[config.mk]
export PLATFORM = sky130hd
export DESIGN_NAME = scl_pm_update
export DESIGN_NICKNAME = d
export VERILOG_FILES = /design/src/rtl/scl_pkg.sv /design/src/rtl/pm_cand_gen.sv /design/src/rtl/scl_pm_update.sv
export SDC_FILE = /design/constraint.sdc
export NUM_CORES = 1
export LEC_CHECK = 0
export CAP_MARGIN = 40
export CORE_ASPECT_RATIO = 2
export CORE_UTILIZATION = 45
export CTS_BUF_LIST = sky130_fd_sc_hd__clkbuf_8
export CTS_CLUSTER_DIAMETER = 120
export DETAILED_ROUTE_END_ITERATION = 8
export PLACE_DENSITY = 0.75
export SLEW_MARGIN = 10
export SYNTH_ARGS = -nofsm -noshare
export SYNTH_HDL_FRONTEND = slang
export SYNTH_SLANG_ARGS = --single-unit
[constraint.sdc]
create_clock -name clk -period 2.99 [get_ports clk]
set_input_delay 0.598 -clock clk [delete_from_list [all_inputs] [get_ports clk]]
set_output_delay 0.598 -clock clk [all_outputs]
set_load 0.005 [all_outputs]
[src/rtl/scl_pkg.sv]
// Shared definitions for the L=2 SCL path-metric update stage.
// Contains the FSM encoding and the saturating PM arithmetic helpers.
package scl_pkg;

   localparam int unsigned L           = 2;
   localparam int unsigned INDEX_WIDTH = 2;

   typedef enum logic [1:0] {
      IDLE = 2'd0,
      SORT = 2'd1,
      OUT  = 2'd2
   } pm_state_e;

   function automatic logic [31:0] pm_max(input int unsigned w);
      return (32'd1 << w) - 32'd1;
   endfunction

   // A dead path (PM_MAX) stays dead whatever is added to it.
   function automatic logic [31:0] sat_add(input logic [31:0] a,
                                           input logic [31:0] b,
                                           input int unsigned w);
      logic [32:0] s;
      s = {1'b0, a} + {1'b0, b};
      if ((a >= pm_max(w)) || (s > {1'b0, pm_max(w)}))
         return pm_max(w);
      return s[31:0];
   endfunction

   function automatic logic [31:0] abs_llr(input logic signed [31:0] v);
      return (v < 0) ? unsigned'(-v) : unsigned'(v);
   endfunction

endpackage

[src/rtl/pm_cand_gen.sv]
// Combinational candidate builder: per path, the unpenalised PM and the PM plus |llr|.
// Packed outputs put cand0 at the MSBs; hard[l] is the hard decision of path l.
module pm_cand_gen
   import scl_pkg::*;
#(
   parameter int unsigned PM_WIDTH  = 8,
   parameter int unsigned LLR_WIDTH = 6
) (
   input  logic [LLR_WIDTH*L-1:0]  llr_in,
   input  logic [PM_WIDTH*L-1:0]   pm_in,
   output logic [PM_WIDTH*2*L-1:0] cand,
   output logic [L-1:0]            hard
);

   always_comb begin
      logic signed [LLR_WIDTH-1:0] llr_l;
      logic [PM_WIDTH-1:0]         pm_l;
      cand  = '0;
      hard  = '0;
      llr_l = '0;
      pm_l  = '0;
      for (int unsigned l = 0; l < L; l++) begin
         llr_l   = llr_in[(L-1-l)*LLR_WIDTH +: LLR_WIDTH];
         pm_l    = pm_in[(L-1-l)*PM_WIDTH +: PM_WIDTH];
         hard[l] = llr_l[LLR_WIDTH-1];
         cand[(2*L-1-2*l)*PM_WIDTH +: PM_WIDTH] = pm_l;
         cand[(2*L-2-2*l)*PM_WIDTH +: PM_WIDTH] =
            PM_WIDTH'(sat_add(32'(pm_l), abs_llr(32'(llr_l)), PM_WIDTH));
      end
   end

endmodule

[src/rtl/scl_pm_update.sv]
// Path-metric update stage of the L=2 SCL decoder (IDLE -> SORT -> OUT).
// Optional PM_NORM_EN: subtract survivor0's PM from both survivors after every update.
module scl_pm_update
   import scl_pkg::*;
#(
   parameter int unsigned PM_WIDTH  = 8,
   parameter int unsigned LLR_WIDTH = 6
) (
   input  logic                                clk,
   input  logic                                rst,
   input  logic                                in_valid,
   output logic                                in_ready,
   input  logic                                cw_start,
   input  logic                                frozen,
   input  logic [LLR_WIDTH*L-1:0]              llr_in,
   output logic [PM_WIDTH*2*L-1:0]             sort_pm,
   input  logic [(PM_WIDTH+INDEX_WIDTH)*L-1:0] sort_res,
   output logic                                out_valid,
   input  logic                                out_ready,
   output logic [L-1:0]                        out_parent,
   output logic [L-1:0]                        out_bit,
   output logic [PM_WIDTH*L-1:0]               out_pm
);

   localparam logic [PM_WIDTH-1:0] PM_MAX = PM_WIDTH'(pm_max(PM_WIDTH));
   localparam int unsigned SW = PM_WIDTH + INDEX_WIDTH;

   pm_state_e              state, state_nxt;
   logic [PM_WIDTH*L-1:0]  pm_reg, pm_base;
   logic [PM_WIDTH*2*L-1:0] cand;
   logic [L-1:0]           hard, hard_q;
   logic                   frozen_q;
   logic                   accept;

   logic [SW-1:0]          surv0, surv1;
   logic [PM_WIDTH-1:0]    new_hi, new_lo, fz0, fz1;
   logic [L-1:0]           upd_parent, upd_bit;
   logic [PM_WIDTH*L-1:0]  upd_pm;

   assign pm_base = cw_start ? {{PM_WIDTH{1'b0}}, PM_MAX} : pm_reg;
   assign out_pm  = pm_reg;

   pm_cand_gen #(
      .PM_WIDTH  (PM_WIDTH),
      .LLR_WIDTH (LLR_WIDTH)
   ) u_cand_gen (
      .llr_in (llr_in),
      .pm_in  (pm_base),
      .cand   (cand),
      .hard   (hard)
   );

   always_comb begin
      state_nxt = state;
      in_ready  = 1'b0;
      out_valid = 1'b0;
      accept    = 1'b0;
      case (state)
         IDLE: begin
            in_ready = 1'b1;
            accept   = in_valid;
            if (in_valid) state_nxt = SORT;
         end
         SORT: state_nxt = OUT;
         OUT: begin
            out_valid = 1'b1;
            if (out_ready) state_nxt = IDLE;
         end
         default: state_nxt = IDLE;
      endcase
   end

   // Survivor packing: survivor0 at MSBs of out_parent/out_bit/out_pm.
   always_comb begin
      surv0      = sort_res[2*SW-1 -: SW];
      surv1      = sort_res[SW-1:0];
      fz0        = hard_q[0] ? sort_pm[3*PM_WIDTH-1 -: PM_WIDTH] : sort_pm[4*PM_WIDTH-1 -: PM_WIDTH];
      fz1        = hard_q[1] ? sort_pm[PM_WIDTH-1:0]            : sort_pm[2*PM_WIDTH-1 -: PM_WIDTH];
      new_hi     = surv0[PM_WIDTH-1:0];
      new_lo     = surv1[PM_WIDTH-1:0];
      upd_parent = {surv0[SW-1], surv1[SW-1]};
      upd_bit    = {hard_q[surv0[SW-1]] ^ surv0[SW-2], hard_q[surv1[SW-1]] ^ surv1[SW-2]};
      if (frozen_q) begin
         upd_bit = '0;
         if (fz1 < fz0) begin
            new_hi     = fz1;
            new_lo     = fz0;
            upd_parent = 2'b10;
         end else begin
            new_hi     = fz0;
            new_lo     = fz1;
            upd_parent = 2'b01;
         end
      end
`ifdef PM_NORM_EN
      upd_pm = {(new_hi == PM_MAX) ? PM_MAX : {PM_WIDTH{1'b0}},
                (new_lo == PM_MAX) ? PM_MAX : new_lo - new_hi};
`else
      upd_pm = {new_hi, new_lo};
`endif
   end

   always_ff @(posedge clk) begin
      if (rst) begin
         state      <= IDLE;
         sort_pm    <= '0;
         pm_reg     <= {{PM_WIDTH{1'b0}}, PM_MAX};
         hard_q     <= '0;
         frozen_q   <= 1'b0;
         out_parent <= '0;
         out_bit    <= '0;
      end else begin
         state <= state_nxt;
         if (accept) begin
            sort_pm  <= cand;
            hard_q   <= hard;
            frozen_q <= frozen;
         end
         if (state == SORT) begin
            pm_reg     <= upd_pm;
            out_parent <= upd_parent;
            out_bit    <= upd_bit;
         end
      end
   end

endmodule

### After elaboration in Yosys (flattened, before gate mapping)

Cells that the tools add are included.

| cells by class | value |
|---|---|
| add/sub/neg operators | 4 |
| order comparisons | 9 |
| equality and inequality tests | 4 |
| multiplexer cells | 28 |
| bitwise operators | 2 |
| reductions and logical operators | 4 |

Operator list:

| operator | count |
|---|---|
| 8-bit two-way mux | 10 |
| 8-bit by 32-bit adder with 33-bit output | 2 |
| 33-bit by 8-bit greater-than comparator with 1-bit output (second input constant) | 2 |
| 32-bit two-way mux | 2 |
| 6-bit negation with 32-bit output | 2 |
| 8-bit >= comparator (second input constant) | 2 |
| 16-bit two-way mux | 1 |
| 6-bit by 1-bit < comparator with 1-bit output (second input constant) | 2 |
| 2-bit two-way mux | 5 |
| 1-bit two-way mux | 9 |
| 8-bit < comparator | 1 |
| 2-bit one-hot mux with 3 select lines | 1 |
| 1-bit by 2-bit < comparator with 1-bit output (second input constant) | 2 |
| 2-bit != test (second input constant) | 2 |
| 2-bit by 1-bit equality test with 1-bit output (second input constant) | 1 |
| 2-bit equality test (second input constant) | 1 |
| 2-bit logical NOT | 1 |
| 1-bit logical OR | 2 |
| 2-bit AND reduction | 1 |
| 1-bit bitwise XOR | 2 |

| storage, ports and cells | value |
|---|---|
| register bits after elaboration | 57 |
| input port bits | 38 |
| output and inout port bits | 54 |
| word-level logic and storage cells | 58 |

### Longest topological paths before layout

| depth | value |
|---|---|
| word-level depth | 7 |
| mapped depth | 11 |
| gate-level depth less buffers | 11 |

### By module

A second synthesis with hierarchy kept.

| second synthesis, totals | value |
|---|---|
| cell total of the unflattened synthesis | 513 |
| area, all modules | 3921.3 um2 |

By module, submodules not included:

| module | times used | cells an instance | area each (um2) | seq. area each (um2) |
|---|---|---|---|---|
| scl_pm_update | 1 | 350 | 2777.7 | 1141.1 |
| pm_cand_gen | 1 | 163 | 1143.6 | 0.0 |

### Least setup slack after synthesis

Ideal clock, no wire load.

| path | value |
|---|---|
| kind | input -> register |
| start point | input cw_start |
| end point | register sort_pm[16] |
| setup time | 0.141 ns |
| data arrival time | 2.624 ns |
| data required time | 2.849 ns |
| slack | 0.225 ns |
| cell stages on the path | 9 |
| path buffers | 1 |
| path through | clkbuf_1 > nor2b_1 > ha_1 > fa_1 > a21o_1 > a21oi_1 > o21ai_0 > a311oi_2 > a211oi_1 |

| between the ends | value |
|---|---|
| word-level cells in the longest chain between the ends | 6 |

Ends and longest elaborated chain:

| item | line | text |
|---|---|---|
| from (decl) | scl_pm_update.sv:13 | `input logic cw_start,` |
| 16-bit two-way mux (*) | scl_pm_update.sv:40 | `assign pm_base = cw_start ? {{PM_WIDTH{1'b0}}, PM_MAX} : pm_reg;` |
| net cand[24] | scl_pm_update.sv:30 | `logic [PM_WIDTH*2*L-1:0] cand;` |
| 8-bit by 32-bit adder with 33-bit output | scl_pkg.sv:23 | `s = {1'b0, a} + {1'b0, b};` |
| 33-bit by 8-bit greater-than comparator with 1-bit output | scl_pkg.sv:24 | `if ((a >= pm_max(w)) \|\| (s > {1'b0, pm_max(w)}))` |
| 1-bit logical OR | scl_pkg.sv:24 |  |
| 1-bit two-way mux | scl_pkg.sv:24 |  |
| 8-bit two-way mux (*) | scl_pkg.sv:26 | `return s[31:0];` |
| to (signal assigned) | scl_pm_update.sv:115 | `sort_pm <= cand;` |
| to (decl) | scl_pm_update.sv:16 | `output logic [PM_WIDTH*2*L-1:0] sort_pm,` |

Mark *: on every way through the listed nets, which the timed path passes. The rest lies on a longest branch.
A chain may end at the register's enable or synchronous reset.

### Worst setup path after layout

| path | value |
|---|---|
| start point | input llr_in[0] |
| end point | register sort_pm[6] |

| between the ends | value |
|---|---|
| word-level cells in the longest chain between the ends | 7 |

Ends and longest elaborated chain:

| item | line | text |
|---|---|---|
| from (decl) | scl_pm_update.sv:15 | `input logic [LLR_WIDTH*L-1:0] llr_in,` |
| 6-bit negation with 32-bit output / 6-bit by 1-bit < comparator with 1-bit output (equally long branches) | scl_pkg.sv:30 | `return (v < 0) ? unsigned'(-v) : unsigned'(v);` |
| 32-bit two-way mux (*) | scl_pkg.sv:30 |  |
| 8-bit by 32-bit adder with 33-bit output (*) | scl_pkg.sv:23 |  |
| 33-bit by 8-bit greater-than comparator with 1-bit output | scl_pkg.sv:24 |  |
| 1-bit logical OR | scl_pkg.sv:24 |  |
| 1-bit two-way mux | scl_pkg.sv:24 |  |
| 8-bit two-way mux (*) | scl_pkg.sv:26 |  |

Every way passes the cells marked *; elsewhere a longest branch is shown, timed or not.

==> reports/results.txt <==
For the number of buffers inserted by post-CTS setup repair, the log shows 0. The area growth from synthesis to layout is 42.1%. Total power: 2230 uW. The floorplan has 45 rows. In the synthesized netlist the async set-or-reset flop fraction comes to 0%. Counting along the longest clock path gives a buffer depth of 2. During I/O placement, the number of pins put on the boundary was 92. The total count of hold-check failures in the final report came out at 0. The tools report the number of buffers inserted during clock tree synthesis as 9. The startpoint identified for the worst register-to-register timing path is hard_q[1]$_SDFFE_PP0P_. The worst setup path is captured at a flop. The number of synthesized flops with an enable pin is 0, and the starting density of the core is 46.7%. The maximum net fanout on the critical path was 7; the highest attainable clock frequency was 0.356 GHz. The cell that appears most often on the critical path is sky130_fd_sc_hd__buf_4. The run gives 0.00200 uW as the leakage dissipation. After detailed routing, the total wire length is 10800 um. In this run, placement finished with an instance count of 646.

IR analysis of the VDD net gives a maximum drop of 0.281 mV. The routed wirelength normalized by instance count works out to 16.4 um. For the pin with the worst max-slew slack, the measured transition is 0.502 ns. Commonest non-fill, non-tap cell in the layout: sky130_fd_sc_hd__clkdlybuf4s50_1. The worst pin sits at a relative slew slack of 66.5%.

The tools report the count of unresolved DRC violations after routing as 0. TritonCTS built the clock tree. The placed instance area is 4830 sq um, and the fraction of layout instances using a drive strength above 1 is 14.4%. The predominant post-synthesis flop cell is sky130_fd_sc_hd__dfxtp_1.

The global placement routability congestion came out at 0.859. The sequential share of the synthesized area was 32.1%. For the post-layout instance count excluding filler cells, the log shows 662. On the final layout, the worst clock skew is 0.00899 ns. Data required time at the worst endpoint: 3.20 ns. The tools report the worst hold path startpoint as sort_pm[31]$_SDFFE_PP0P_. The cell type of the slowest stage on the worst timing path was sky130_fd_sc_hd__clkdlybuf4s50_1. The class of the worst hold path is reg -> reg. Input and output buffers added on the ports amount to 91. The tools report the sum of overflow across all layers after global routing as 0. In this run the remaining antenna-violating nets after routing total 0.

The H-tree was split into 3 levels. The detailed router finished its first iteration with 201 violations. During synthesis, Yosys emitted a total of 0 warnings. The cell area that synthesis handed to floorplanning was 3550 sq um.

The maximum number of pins on one net before global-route repair was 26. The signal on the critical path passes through clkdlybuf4s50_1, buf_4, or3_1, nor4b_2, buf_4, ha_1, o21a_1, o21ai_0, a21oi_1, nor2_1, buf_4, a211oi_1. The power per cell area is 441 nW/um^2, and the total inserted antenna cells is 0.

The area of all placed cells without fillers is 5040 sq um, and the count of cell types in the netlist is 45. The run finished with clean final reports. The run gives 3.02 ns as the endpoint arrival time on the critical path. The tools report the number of endpoints failing setup at the final stage as 0. For this block, the via count after detailed routing is 3713. Clock tree synthesis selected as its root buffer the cell sky130_fd_sc_hd__clkbuf_8. The post-route minimum period is 2.81 ns, and the placeable core region is 7600 sq um. After synthesis, the mean cell area works out to 8.12 sq um. The clock latency of the later-clocked register in the worst-skew pair was 0.35 ns.

In the layout the commonest cells are 90 x sky130_fd_sc_hd__clkdlybuf4s50_1, 57 x sky130_fd_sc_hd__dfxtp_1, 47 x sky130_fd_sc_hd__nor2_1. The overall die height works out to 128 um. The classification of the worst setup path was in -> reg. After synthesis the netlist holds a flip-flop and latch count of 57. The via-per-instance ratio came out at 5.61. The run gives 0 as the number of max-cap violations. The first global-routing pass estimated 17700 um of wire. Final number of max-transition violations: 0. The tools report the half-perimeter wire length after detailed placement as 8490 um. At the end of the flow, the number of nets in the layout was 629.

The horizontal die dimension came out at 64.8 um. Synthesis produced a netlist whose cell count is 437. The run gives 28.0% as the total routing usage reported by global routing. The logs give 3770 for the via count of the first global-routing pass and 0 for the number of antenna violations at the first check in global routing.

For this design, the sink count on the clock tree is 57. The die covers 8270 sq um. Setup repair after global routing left no endpoint under its margin.

The worst setup path is launched from a primary input. Gates resized during post-CTS repair numbered 0. In this run the worst setup path begins at llr_in[0]. For this run, the slowest stage of the critical path takes 0.44 ns. After clock tree synthesis, the clock-pin slew on the worst setup and hold paths is 0.06 ns. The first-pass detailed-route iteration total was 4; the part of the cycle the worst path needs was 93.8%. After clock tree synthesis, the flow added hold-fix buffers numbering 0.
[worst max-delay path: cells and delay by family]
kind | cells | cell delay (ns)
AOI/OAI and AO/OA | 4 | 0.48
buffers and inverters | 4 | 0.93
adders and majority gates | 1 | 0.25
and+or+nand+nor | 3 | 0.76
[per-layer routing]
metal / track usage (%) / vias to the layer above / part of all wire [%] / wire (um)
met3: 5.00 / 41 / 4.1 / 448
li1: - / 1800 / - / -
met4: 19.3 / 0 / 5.6 / 610
met1: 27.4 / 1755 / 35 / 3770
met2: 51.2 / 117 / 55 / 6010
met5: 0 / - / 0 / 0
[state kept, by name, indices dropped and copies added, names as in the netlist]
| name | cells |
|---|---|
| hard_q | 2 |
| out_parent | 2 |
| out_pm | 16 |
| state | 2 |
| out_bit | 2 |
| frozen_q | 1 |
| sort_pm | 32 |
[through the flow]
step	setup WS (ns)	utilization, %	TNS [ns]	hold slack, ns
2_1_floorplan	0.225	-	0	0.465
3_3_place_gp	-0.278	63.3	-3.97	0.464
3_5_place_dp	-0.331	63.5	-4.96	0.465
4_1_cts	0.0227	66.1	0	0.476
5_1_grt	0.00637	66.3	0	0.506
6_report	0.185	66.3	0	0.471
[layout make-up]
type                            count  area [sq um]
Sequential cell                    57          1140
Inverter                           20          75.1
Fill cell                         655          2560
Clock inverter                      3          13.8
Multi-Input combinational cell    340          2270
Tap cell                           94           118
Clock buffer                       13           179
Timing Repair Buffer              135          1240
[report_power, final]
| group | switching (uW) | internal (uW) | total, uW |
|---|---|---|---|
| logic | 309 | 346 | 655 |
| registers | 53.8 | 815 | 869 |
| clock network | 317 | 385 | 702 |
| total | 679 | 1550 | 2230 |
[final timing paths]
check	to	slack, ns	depth (start not counted)
worst max-delay path	sort_pm[6]$_SDFFE_PP0P_	0.18	12
worst min-delay path	sort_pm[31]$_SDFFE_PP0P_	0.47	2
worst max register to register	out_pm[1]$_SDFFE_PP1N_	0.37	8
worst min register to register	sort_pm[31]$_SDFFE_PP0P_	0.47	2
[cells by family (layout without fill, tap and decap cells)]
logic type / count (synthesis) / in the layout / share of synthesized area, %
other cells: 1 / 4 / 0.106
xor+xnor: 19 / 19 / 4.69
simple gates: 156 / 156 / 21.0
flops: 57 / 57 / 32.1
compound gates: 114 / 114 / 21.3
mux: 19 / 19 / 5.67
buf+inv: 43 / 171 / 4.76
fa+ha+maj: 28 / 28 / 10.3
[Yosys cell counts (8+ instances only)]
cell	number	area, sq um
sky130_fd_sc_hd__nand2_1	45	169
sky130_fd_sc_hd__o22ai_1	8	50.1
sky130_fd_sc_hd__nor3_1	11	55.1
sky130_fd_sc_hd__o221ai_1	8	70.1
sky130_fd_sc_hd__a31oi_1	8	50.1
sky130_fd_sc_hd__or2_2	8	50.1
sky130_fd_sc_hd__dfxtp_1	57	1140
sky130_fd_sc_hd__xnor2_1	13	114
sky130_fd_sc_hd__o21ai_0	16	80.1
sky130_fd_sc_hd__a21oi_1	29	145
sky130_fd_sc_hd__inv_1	20	75.1
sky130_fd_sc_hd__nor3b_1	10	75.1
sky130_fd_sc_hd__mux2i_1	12	120
sky130_fd_sc_hd__ha_1	26	325
sky130_fd_sc_hd__nor2_1	48	180
sky130_fd_sc_hd__nand2b_1	12	75.1
sky130_fd_sc_hd__nor2b_1	9	56.3
sky130_fd_sc_hd__a211oi_1	25	188
sky130_fd_sc_hd__clkbuf_1	20	75.1
Note: power is estimated with default switching activity, not from simulation.
